===== config.mk =====
export PLATFORM = sky130hd
export DESIGN_NAME = pc_fetch_unit
export DESIGN_NICKNAME = d
export VERILOG_FILES = /design/src/rtl/pc_fetch_unit.sv
export SDC_FILE = /design/constraint.sdc
export NUM_CORES = 1
export LEC_CHECK = 0
export CORE_ASPECT_RATIO = 0.9
export CORE_MARGIN = 10
export CORE_UTILIZATION = 51
export CTS_CLUSTER_SIZE = 16
export DETAILED_ROUTE_END_ITERATION = 12
export PLACE_DENSITY = 0.88
export SLEW_MARGIN = 0
export SYNTH_ARGS = -nofsm -noshare
export SYNTH_HDL_FRONTEND = slang
export SYNTH_SLANG_ARGS = --single-unit

===== constraint.sdc =====
create_clock -name clk -period 10.4 [get_ports clk]
set_clock_uncertainty 0.1 [all_clocks]
set_input_delay 2.08 -clock clk [delete_from_list [all_inputs] [get_ports clk]]
set_output_delay 2.08 -clock clk [all_outputs]
set_load 0.03 [all_outputs]

===== src/rtl/pc_fetch_unit.sv =====
// rtl/pc_fetch_unit.sv - program counter / fetch stage with stall, halt, fault and fetch counter
module pc_fetch_unit #(
    parameter logic [31:0] RESET_VECTOR = 32'h0000_0000,
    parameter int          CNT_WIDTH    = 32
) (
    input  logic                 clk,
    input  logic                 rst,
    input  logic                 stall,
    input  logic                 halt_req,
    input  logic                 branch_taken,
    input  logic [15:0]          branch_imm,
    input  logic                 jump,
    input  logic [25:0]          jump_index,
    input  logic                 jump_reg,
    input  logic [31:0]          reg_target,
    output logic [31:0]          pc,
    output logic [31:0]          pc_plus4,
    output logic                 fetch_valid,
    output logic                 halted,
    output logic                 fault,
    output logic [31:0]          fault_addr,
    output logic [CNT_WIDTH-1:0] fetch_count
);

    typedef enum logic [1:0] {
        RUN    = 2'd0,
        HALTED = 2'd1,
        FAULT  = 2'd2
    } state_t;

    state_t      state;
    logic [31:0] branch_target;
    logic [31:0] jump_target;
    logic [31:0] seq_next;
    logic        target_misaligned;

    assign pc_plus4          = pc + 32'd4;
    assign branch_target     = pc_plus4 + {{14{branch_imm[15]}}, branch_imm, 2'b00};
    assign jump_target       = {pc_plus4[31:28], jump_index, 2'b00};
    assign target_misaligned = (reg_target[1:0] != 2'b00);

    // Non-register redirects; jr is handled separately because it may fault.
    always_comb begin
        seq_next = pc_plus4;
        if (jump) begin
            seq_next = jump_target;
        end else if (branch_taken) begin
            seq_next = branch_target;
        end
    end

    always_ff @(posedge clk) begin
        if (rst) begin
            state       <= RUN;
            pc          <= RESET_VECTOR;
            fault_addr  <= 32'h0000_0000;
            fetch_count <= '0;
        end else begin
            case (state)
                RUN: begin
                    if (halt_req) begin
                        state <= HALTED;
                    end else if (!stall) begin
                        if (jump_reg) begin
                            if (target_misaligned) begin
                                state      <= FAULT;
                                fault_addr <= reg_target;
                            end else begin
                                pc          <= reg_target;
                                fetch_count <= fetch_count + CNT_WIDTH'(1);
                            end
                        end else begin
                            pc          <= seq_next;
                            fetch_count <= fetch_count + CNT_WIDTH'(1);
                        end
                    end
                end
                default: begin
                    // HALTED and FAULT hold everything until reset.
                end
            endcase
        end
    end

    assign fetch_valid = (state == RUN);
    assign halted      = (state == HALTED);
    assign fault       = (state == FAULT);

endmodule

After elaboration in Yosys (flattened, before gate mapping)
Index checks and enable logic that the tools add are counted.

$add $sub $neg: 3. Equality and inequality tests: 4. Multiplexer cells: 10. Bitwise gates (word level): 2. Reduce and logical (&&, ||, !) cells: 7.

Operators by type and width (count): two-way mux 32 bit (6); adder 32 x 1 -> 32 bit, second input constant (1); adder 32 x 3 -> 32 bit, second input constant (1); adder 32 bit (1); two-way mux 2 bit (4); AND reduction 4 bit (2); nonzero test 2 bit (3); AND reduction 5 bit (1); == test 2 x 1 -> 1 bit, second input constant (1); == test 2 bit, second input constant (1); logical NOT 2 bit (1); inequality test 2 x 1 -> 1 bit, second input constant (1); inequality test 2 bit, second input constant (1); inverter 1 bit (2).

Register bits after elaboration: 98. Output and inout bits: 131.

Logic depth before layout (Yosys ltp)
Gate-level depths: netlist of run 1.

Depth in word-level cells: 5. Mapped depth: 17. Mapped depth without buffers: 17.

Worst setup path after synthesis of run 1
OpenSTA, ideal clock, no wires.

Path kind: input-to-reg. Start: input port branch_imm[0]. End: register pc[18]. Arrival: 4.316 ns. Data required time: 10.164 ns. Slack: 5.848 ns. Cell stages on the path: 12. Cell sequence: ha_1 > fa_1 > a21o_1 > a21oi_1 > o21ai_1 > a41o_1 > a21oi_2 > o21ai_1 > a31oi_1 > xnor2_1 > a211oi_1 > o32ai_1.

Word-level cells in the longest chain between the ends: 4.

Ends and longest elaborated chain: from (decl) (line 11) `input logic [15:0] branch_imm,`; adder 32 bit (line 38) `assign branch_target = pc_plus4 + {{14{branch_imm[15]}}, branch_imm, 2'b00};`; two-way mux 32 bit (line 47) `end else if (branch_taken) begin`; two-way mux 32 bit (line 45) `if (jump) begin`; two-way mux 32 bit (line 64) `if (jump_reg) begin`; to (signal assigned) (line 69) `pc <= reg_target;`; to (signal assigned) (line 73) `pc <= seq_next;`; to (decl) (line 16) `output logic [31:0] pc,`.

No other way between the ends. A chain may end at the register's enable or synchronous reset.

Final worst setup path of run 1
Start: register pc[2]. End: output port pc_plus4[28].

Word-level cells in the longest chain between the ends: 1.

Ends and longest elaborated chain: adder 32 x 3 -> 32 bit (line 37) `assign pc_plus4 = pc + 32'd4;`; to (decl) (line 17) `output logic [31:0] pc_plus4,`.

No other way between the ends.

==> results_dict.tcl, run 1 <==
set metrics [dict create \
    maxSlewViolCount 0 \
    cts_buffer_depth 2 \
    cts_tree "yes" \
    critical_path.top_delay_family "simple AND/OR/NAND/NOR gates" \
    dpl.hpwl_mm 17.4 \
    place_area_um2 8670 \
    place.port_buffers 211 \
    drc 0 \
    crit_path_start_kind "register" \
    max-vdd-ir-drop_v 0.0000922 \
    grt-ovfl-total 0 \
    crit_arrival_ns 3.40 \
    max_freq_ghz 0.179 \
    switching_share 0.318 \
    cts_resized 0 \
    grt_usage 0.242 \
    layout_common_cells "clkdlybuf4s50_1 (209), nand2_1 (129), dfxtp_1 (98), nor2_1 (93), a21oi_1 (86)" \
    ys_async_sr_fraction 0 \
    ys_types 72 \
    synthToLayoutAreaGrowth_pct 37.3 \
    wl_per_cell_um 18.8 \
    die_y_um 127 \
    synth_edf_count 0 \
    grt_max_degree 83 \
    setup_viol 0 \
    fin_util 0.711 \
    crit_fanout 7 \
    antenna_found_initial 1 \
    power_frac_comb 0.258 \
    multi_input_area_um2 4320 \
    ant_nets 0 \
    grt_pass1_wl_mm 35.7 \
    critical_path.cell_chain "ha_1, and3_1, and2_2, nand2_1, nor3_1, nand4_1, xnor2_1, clkdlybuf4s50_1" \
    min_path_cells 2 \
    synth_fp_nets 980 \
    r2r_slack_ns 6.15 \
    crit_buf_inv 1 \
    synth_area_um2 6520 \
    hold_path_end "fault_addr[10]" \
    crit_start "pc[2]" \
    hold_violations 0 \
    layout_commonest_cell "clkdlybuf4s50_1" \
    clkSinkCount 98 \
    crit_type "register to output pin" \
    powerDensity_nw_per_um2 109 \
    cap_violations 0 \
    cts_setup_buffers 0 \
    ys_ff_latch 98 \
    die_area_um2 17700 \
    p_leak_nw 3.33 \
    period_share 0.537 \
    r2r_end "pc[31]" \
    syn_inst 861 \
    run_status "completed" \
    max_stage_delay_ns 0.77 \
    switchingPower_w 0.000311 \
    fin_nets 1159 \
    initial_utilization 0.518 \
    min_path_type "register to register" \
    num_io_pins 212 \
    viasPerCell 5.84 \
    worst_pin_slew_ns 1.10 \
    grt_pass1_vias 6802 \
    die_w_um 139 \
    dp_worst_setup_slack_ns 4.66 \
    fin_tns_setup_ns 0 \
    critPathCaptureType "output pin" \
    wirelength_mm 22.8 \
    fin_ws_ns 4.82 \
    crit_path_top_delay_cell "clkdlybuf4s50_1" \
    coreArea_um2 12600 \
    syn_avg_cell_area_um2 7.58 \
    fin_crit_ns 5.58 \
    ff2ff_path_depth 16 \
    clock_latency_ns 0.35 \
    reg2reg_from "pc[2]" \
    num_vias 7063 \
    relSlewSlack 0.265 \
    synthFlopType "dfxtp_1" \
    routabilityCongestion 0.955 \
    numCtsBuffers 9 \
    ys_seq_area_frac 0.301 \
    ys_warn_count 0 \
    hold_path_startpoint "fault_addr[10]" \
    htree_levels 3 \
    rows 39 \
    postLayoutCellArea_um2 8960 \
    regArea_um2 1960 \
    cts_hold_buffers 0 \
    drt_iter0_markers 588 \
    clk_pin_slew_ns 0.07 \
    layout-drive-gt1-share 0.0392 \
    root_buffer "clkbuf_16" \
    pwr-share-seq 0.407 \
    power_w 0.000978 \
    fillerInstances 1031 \
    pwr-share-clk 0.335 \
    internal_power_w 0.000667 \
    firstDrtPassIters 5 \
    cp.required_ns 8.22 \
    rsz0062_at_grt "false" \
]
## Yosys cell counts (3+ instances only)
library cell	number	area (µm²)
nor3b_1	3	22.5
o21ai_1	3	15.0
nand3_1	35	175
xor2_1	37	324
dfxtp_1	98	1960
and2_1	6	37.5
mux2i_1	7	70.1
ha_1	37	463
inv_1	11	41.3
buf_2	3	15.0
clkbuf_1	38	143
nor2_1	95	357
buf_4	3	22.5
o21bai_1	5	37.5
a31oi_1	10	62.6
nor2b_1	3	18.8
nand2_1	129	484
o21a_1	3	22.5
a21oi_1	86	430
a211o_1	3	26.3
o21ai_0	39	195
or3_1	9	56.3
o211ai_1	11	82.6
o22ai_1	3	18.8
nand4_1	13	81.3
o31ai_1	3	22.5
nand3b_1	5	37.5
a311oi_1	4	35.0
nor3_1	22	110
xnor2_1	37	324
a211oi_1	20	150
o32ai_1	3	26.3
and3_1	19	119
a21o_1	9	67.6
## worst max path at each step
stage	to	slack (ns)	cells after the start
4_1_cts	pc_plus4[28]	4.82	8
3_5_place_dp	pc[31]	4.66	12
6_report	pc_plus4[28]	4.82	8
5_1_grt	pc_plus4[28]	4.60	8
2_1_floorplan	pc[18]	5.85	12
3_3_place_gp	pc[31]	4.75	12
## power by group through the flow
stage	clock, W	combinational (W)	sequential (W)
2_1_floorplan	0	0.000134	0.000422
3_3_place_gp	0	0.000247	0.000406
3_5_place_dp	0	0.000250	0.000406
4_1_cts	0.000333	0.000251	0.000398
5_1_grt	0.000346	0.000272	0.000400
6_report	0.000328	0.000252	0.000398
## logic make-up after synthesis
logic type      count (synthesis)  share of synthesized area
fa+ha+maj                      38                     0.0740
mux                             7                     0.0107
simple gates                  361                      0.260
flops                          98                      0.301
compound gates                223                      0.214
xor+xnor                       75                      0.102
buf+inv                        59                     0.0385
## tightest hold or removal path, delay by kind of cell (launching register included)
family	cells	cell delay, ns
AO/OA/AOI/OAI	1	0.05
flip-flops	1	0.31
AND/OR/NAND/NOR	1	0.05
## layer usage
| layer | GRT usage | part of all wire | wire [µm] | vias to the layer above |
|---|---|---|---|---|
| met5 | 0 | 0 | 0 | - |
| met4 | 0.0834 | 0.029 | 664 | 0 |
| met3 | 0.111 | 0.12 | 2620 | 42 |
| met2 | 0.395 | 0.46 | 10400 | 344 |
| met1 | 0.274 | 0.40 | 9060 | 3260 |
| li1 | - | - | - | 3417 |
## state kept, by name, indices dropped and copies added (netlist names)
signal / count
fault_addr: 32
fetch_count: 32
pc: 32
state: 2
## final cells by class
| class | instances | area share |
|---|---|---|
| diodes | 1 | 0.000279 |
| clock buffers | 11 | 0.0271 |
| clock inverters | 5 | 0.00503 |
| inverters | 12 | 0.00503 |
| multi-input cells | 704 | 0.482 |
| flip-flops and latches | 98 | 0.219 |
| well taps | 164 | 0.0229 |
| repair buffers | 215 | 0.238 |
## per-stage QoR
stage | cells | hold slack, ns
after floorplan | 861 | 0.404
after global placement | 1193 | 0.341
after detailed placement | 1193 | 0.346
after CTS | 1209 | 0.355
after global routing | 1209 | 0.377
final | 1210 | 0.353
(Power assumes the default switching activity.)
==> run 2, diff against run 1 <==
--- a/config.mk
+++ b/config.mk
@@ -7,10 +7,10 @@
 export LEC_CHECK = 0
 export CORE_ASPECT_RATIO = 0.9
 export CORE_MARGIN = 10
-export CORE_UTILIZATION = 51
+export CORE_UTILIZATION = 47
 export CTS_CLUSTER_SIZE = 16
 export DETAILED_ROUTE_END_ITERATION = 12
-export PLACE_DENSITY = 0.88
+export PLACE_DENSITY = 0.82
 export SLEW_MARGIN = 0
 export SYNTH_ARGS = -nofsm -noshare
 export SYNTH_HDL_FRONTEND = slang
==> constraint.sdc (replaced) <==
create_clock -name clk -period 5.8 [get_ports clk]
set_clock_uncertainty 0.1 [all_clocks]
set_input_delay 1.16 -clock clk [delete_from_list [all_inputs] [get_ports clk]]
set_output_delay 1.16 -clock clk [all_outputs]
set_load 0.03 [all_outputs]
==> run 2 against run 1 <==
Count of clock-buffer cells in the layout shrank 1. Sequential share of layout area is essentially flat. Critical path type unchanged. Cell count increased by 0.33%. Via count fell by 0.45%. Combinational power is 81% higher.
==> results_dict.tcl, run 2 (same netlist as run 1, synthesis figures left out) <==
set metrics [dict create \
    crit_fanout 7 \
    cts_setup_buffers 0 \
    wirelength_mm 23.3 \
    viasPerCell 5.79 \
    period_share 0.782 \
    critical_path.top_delay_family "simple AND/OR/NAND/NOR gates" \
    pwr-share-clk 0.325 \
    cts_resized 0 \
    clkSinkCount 98 \
    r2r_end "pc[31]" \
    setup_viol 0 \
    fin_nets 1160 \
    top_regs "fault_addr x32, fetch_count x32, pc x32" \
    routabilityCongestion 0.929 \
    cts_hold_buffers 0 \
    numCtsBuffers 9 \
    clk_pin_slew_ns 0.07 \
    drt_iter0_markers 507 \
    fin_tns_setup_ns 0 \
    crit_path_end "pc_plus4[28]" \
    crit_arrival_ns 3.28 \
    layout_commonest_cell "clkdlybuf4s50_1" \
    fin_util 0.665 \
    switchingPower_w 0.000553 \
    grt_max_degree 100 \
    die_area_um2 19000 \
    layout_common_cells "clkdlybuf4s50_1 (209), nand2_1 (129), dfxtp_1 (98), nor2_1 (93), a21oi_1 (86)" \
    ff2ff_path_depth 17 \
    power_frac_comb 0.263 \
    drc 0 \
    wl_per_cell_um 19.2 \
    initial_utilization 0.485 \
    crit_buf_inv 1 \
    run_status "completed" \
    stdcell_count 1214 \
    die_w_um 144 \
    worst_pin_slew_ns 1.09 \
    crit_type "register to output pin" \
    crit_path_start_kind "register" \
    cts_tree "yes" \
    rows 40 \
    reg2reg_from "pc[2]" \
    num_vias 7031 \
    internal_power_w 0.00118 \
    dpl.hpwl_mm 17.9 \
    rsz0062_at_grt "false" \
    switching_share 0.319 \
    layout-drive-gt1-share 0.0392 \
    coreArea_um2 13500 \
    relSlewSlack 0.271 \
    max_freq_ghz 0.220 \
    htree_levels 3 \
    cap_violations 0 \
    grt-ovfl-total 0 \
    r2r_slack_ns 1.64 \
    cp.required_ns 4.54 \
    root_buffer "clkbuf_16" \
    grt_usage 0.234 \
    max-vdd-ir-drop_v 0.000137 \
    firstDrtPassIters 5 \
    ant_nets 0 \
    antenna_found_initial 1 \
    grt_pass1_wl_mm 35.9 \
    fin_crit_ns 4.54 \
    clock_latency_ns 0.35 \
    critical_path.cell_chain "ha_1, and3_1, and2_2, nand2_1, nor3_1, nand4_1, xnor2_1, clkdlybuf4s50_1" \
    cp.depth 8 \
    post-place-cells 1198 \
    min_path_type "register to register" \
    crit_path_top_delay_cell "clkdlybuf4s50_1" \
    pwr-share-seq 0.412 \
    whs_ns 0.355 \
    critPathCaptureType "output pin" \
    crit_start "pc[2]" \
    max_stage_delay_ns 0.76 \
    num_io_pins 212 \
    die_y_um 132 \
    hold_violations 0 \
    p_leak_nw 3.32 \
    synthToLayoutAreaGrowth_pct 37.2 \
    powerDensity_nw_per_um2 193 \
    maxSlewViolCount 0 \
    grt_pass1_vias 6750 \
    place.port_buffers 211 \
    cts_buffer_depth 2 \
]
-- run 2: per-layer routing --
layer,vias up,share of wire,GRT usage
met3,44,0.11,0.0973
met1,3249,0.40,0.269
met5,-,0,0
met2,313,0.46,0.373
met4,0,0.032,0.0915
li1,3425,-,-
-- run 2: worst min-delay path by stage --
stage	to	cells past startpoint	slack, ns	start
global route	fault_addr[1]	2	0.38	fault_addr[1]
CTS	fault_addr[24]	2	0.36	fault_addr[24]
global placement	fault_addr[5]	2	0.34	fault_addr[5]
floorplan	state[1]	2	0.40	state[1]
detailed placement	fault_addr[0]	2	0.35	fault_addr[0]
finish	fault_addr[21]	2	0.35	fault_addr[21]
-- run 2: stage by stage --
stage	total power, W	setup WS [ns]	instance area, µm²
final	0.00173	1.26	8950
after global routing	0.00180	1.10	8950
after CTS	0.00174	1.31	8950
after detailed placement	0.00118	1.43	8680
after global placement	0.00118	1.45	8680
after floorplan	0.000997	1.36	6520
-- run 2: layout make-up --
| type | instances | area [µm²] |
|---|---|---|
| clock buffers | 10 | 229 |
| inverters | 12 | 45.0 |
| diodes | 1 | 2.50 |
| repair buffers | 216 | 2140 |
| flip-flops and latches | 98 | 1960 |
| fillers | 1162 | 4510 |
| well taps | 168 | 210 |
| clock inverters | 5 | 41.3 |
| multi-input cells | 704 | 4320 |
-- run 2: power by group through the flow --
stage	sequential, W	clock (W)	combinational [W]
3_5_place_dp	0.000729	0	0.000451
2_1_floorplan	0.000757	0	0.000240
4_1_cts	0.000713	0.000570	0.000454
5_1_grt	0.000715	0.000598	0.000491
6_report	0.000713	0.000562	0.000455
3_3_place_gp	0.000727	0	0.000450
-- run 2: tightest hold or removal path, cell delays in order (launching register included) --
cell	delay, ns
dfxtp_1	0.31
nand2_1	0.05
a21oi_1	0.05
==> run 3, diff against run 2 <==
--- a/config.mk
+++ b/config.mk
@@ -7,10 +7,10 @@
 export LEC_CHECK = 0
 export CORE_ASPECT_RATIO = 0.9
 export CORE_MARGIN = 10
-export CORE_UTILIZATION = 47
+export CORE_UTILIZATION = 43
 export CTS_CLUSTER_SIZE = 16
 export DETAILED_ROUTE_END_ITERATION = 12
-export PLACE_DENSITY = 0.82
+export PLACE_DENSITY = 0.79
 export SLEW_MARGIN = 0
 export SYNTH_ARGS = -nofsm -noshare
 export SYNTH_HDL_FRONTEND = slang
==> constraint.sdc (replaced) <==
create_clock -name clk -period 3.7 [get_ports clk]
set_clock_uncertainty 0.1 [all_clocks]
set_input_delay 0.74 -clock clk [delete_from_list [all_inputs] [get_ports clk]]
set_output_delay 0.74 -clock clk [all_outputs]
set_load 0.03 [all_outputs]
==> run 3 against run 2 <==
Register-to-register slack worse by 1.6 ns. Final area up 10%. Sequential power up 56%. Worst hold slack better by 0.00074 ns. Critical path type is now register to register.
==> results_dict.tcl, run 3 (same netlist as run 1, synthesis figures left out) <==
set metrics [dict create \
    run_status "completed" \
    r2r_slack_ns 0.06 \
    r2r_end "pc[31]" \
    clk_pin_slew_ns 0.07 \
    cts_hold_buffers 0 \
    critPathCaptureType "register" \
    top_regs "fault_addr x32, fetch_count x32, pc x32" \
    dp_worst_setup_slack_ns -0.153 \
    crit_fanout 4 \
    num_io_pins 212 \
    rows 42 \
    cts_tree "yes" \
    ant_nets 0 \
    relSlewSlack 0.585 \
    hold_violations 0 \
    crit_buf_inv 0 \
    crit_arrival_ns 3.77 \
    viasPerCell 5.54 \
    root_buffer "clkbuf_16" \
    wl_per_cell_um 18.4 \
    critical_path.top_delay_family "compound AO/OA/AOI/OAI gates" \
    synthToLayoutAreaGrowth_pct 51.6 \
    layout-drive-gt1-share 0.143 \
    worst_pin_slew_ns 0.620 \
    initial_utilization 0.442 \
    die_w_um 150 \
    place.port_buffers 211 \
    fin_crit_ns 3.64 \
    p_leak_nw 3.92 \
    crit_path_start_kind "register" \
    grt_max_degree 57 \
    powerDensity_nw_per_um2 296 \
    clkSinkCount 98 \
    antenna_cells 0 \
    ff2ff_path_depth 16 \
    coreArea_um2 14800 \
    grt-ovfl-total 0 \
    crit_path_end "pc[31]" \
    postLayoutCellArea_um2 9890 \
    routabilityCongestion 0.974 \
    cp.depth 16 \
    min_path_type "register to register" \
    numCtsBuffers 9 \
    max_stage_delay_ns 0.40 \
    htree_levels 3 \
    rsz0062_at_grt "true" \
    crit_start "pc[4]" \
    dpl.hpwl_mm 18.9 \
    period_share 0.984 \
    path_common_cell "and3_4" \
    num_vias 7299 \
    max-vdd-ir-drop_v 0.000253 \
    place_area_um2 9370 \
    multi_input_area_um2 4570 \
    grt_pass1_wl_mm 37.3 \
    grt_usage 0.225 \
    regArea_um2 2000 \
    drc 0 \
    cts_buffer_depth 2 \
    crit_path_top_delay_cell "or4_1" \
    grt_pass1_vias 7183 \
    firstDrtPassIters 5 \
    cp.required_ns 3.83 \
    setup_viol 0 \
    fin_nets 1234 \
    drt_iter0_markers 517 \
    die_y_um 137 \
    layout_common_cells "clkdlybuf4s50_1 (201), nand2_1 (127), nor2_1 (89), dfxtp_1 (89), a21oi_1 (81)" \
    reg2reg_from "pc[4]" \
    fillerInstances 1258 \
    antenna_found_initial 0 \
    clock_latency_ns 0.33 \
    critical_path.cell_chain "and3_4, and3_4, and3_4, nand4_1, xnor2_4, ha_4, a211oi_2, o21ai_1, a221oi_2, a32o_2, a31oi_4, a211oi_4, o31ai_2, or4_1, o211ai_1, nor2_1" \
    cap_violations 0 \
    crit_type "register to register" \
    die_area_um2 20500 \
    maxSlewViolCount 0 \
    fin_ws_ns 0.0604 \
    wirelength_mm 24.3 \
    max_freq_ghz 0.275 \
    layout_commonest_cell "clkdlybuf4s50_1" \
]
==> run 3: worst min-delay path, stage by stage (launching register included) <==
cell and delay [ns]:
dfxtp_1 0.31, nand2_1 0.05, a21oi_1 0.05
==> run 3: metrics by stage <==
step                       util  hold WS [ns]  power, W  cells  setup TNS (ns)
after global placement    0.635         0.341   0.00191   1299          -0.177
after global routing      0.670         0.370   0.00307   1318          -0.286
final                     0.670         0.355   0.00293   1318               0
after CTS                 0.662         0.357   0.00293   1318         -0.0418
after detailed placement  0.635         0.347   0.00191   1299          -0.691
after floorplan               -         0.404   0.00157    861          -0.478
==> run 3: routing by layer <==
| layer | part of all wire | global-route usage | vias to the layer above |
|---|---|---|---|
| li1 | - | - | 3580 |
| met1 | 0.41 | 0.266 | 3384 |
| met2 | 0.47 | 0.379 | 302 |
| met3 | 0.10 | 0.0753 | 33 |
| met4 | 0.020 | 0.0647 | 0 |
| met5 | 0 | 0 | - |
==> run 3: area by class of cell <==
class / count / share of cell area
multi-input cells: 704 / 0.462
well taps: 198 / 0.0251
clock buffers: 11 / 0.0267
inverters: 12 / 0.00456
repair buffers: 290 / 0.273
flip-flops and latches: 98 / 0.202
clock inverters: 5 / 0.00683
==> run 3: what timing repair did <==
item                                    4_1_cts  5_1_grt
endpoints found under the setup margin       11       18
resized for setup                            18       27
pin swaps                                    13       14
setup buffers                                 3        0
==> run 3: worst min-delay path by stage <==
| stage | start | endpoint | slack, ns | cells past startpoint |
|---|---|---|---|---|
| after floorplan | state[1] | state[1] | 0.40 | 2 |
| after global placement | fault_addr[7] | fault_addr[7] | 0.34 | 2 |
| after detailed placement | fault_addr[26] | fault_addr[26] | 0.35 | 2 |
| after CTS | fault_addr[26] | fault_addr[26] | 0.36 | 2 |
| after global routing | fault_addr[26] | fault_addr[26] | 0.37 | 2 |
| final | fault_addr[26] | fault_addr[26] | 0.36 | 2 |
==> run 3: report_power, final <==
part / total, W / internal (W) / leakage, nW / switching, W
Combinational: 0.000808 / 0.000364 / 2.95 / 0.000444
Sequential: 0.00111 / 0.00108 / 0.800 / 0.0000262
Clock: 0.00102 / 0.000594 / 0.163 / 0.000424
Total: 0.00293 / 0.00204 / 3.92 / 0.000894
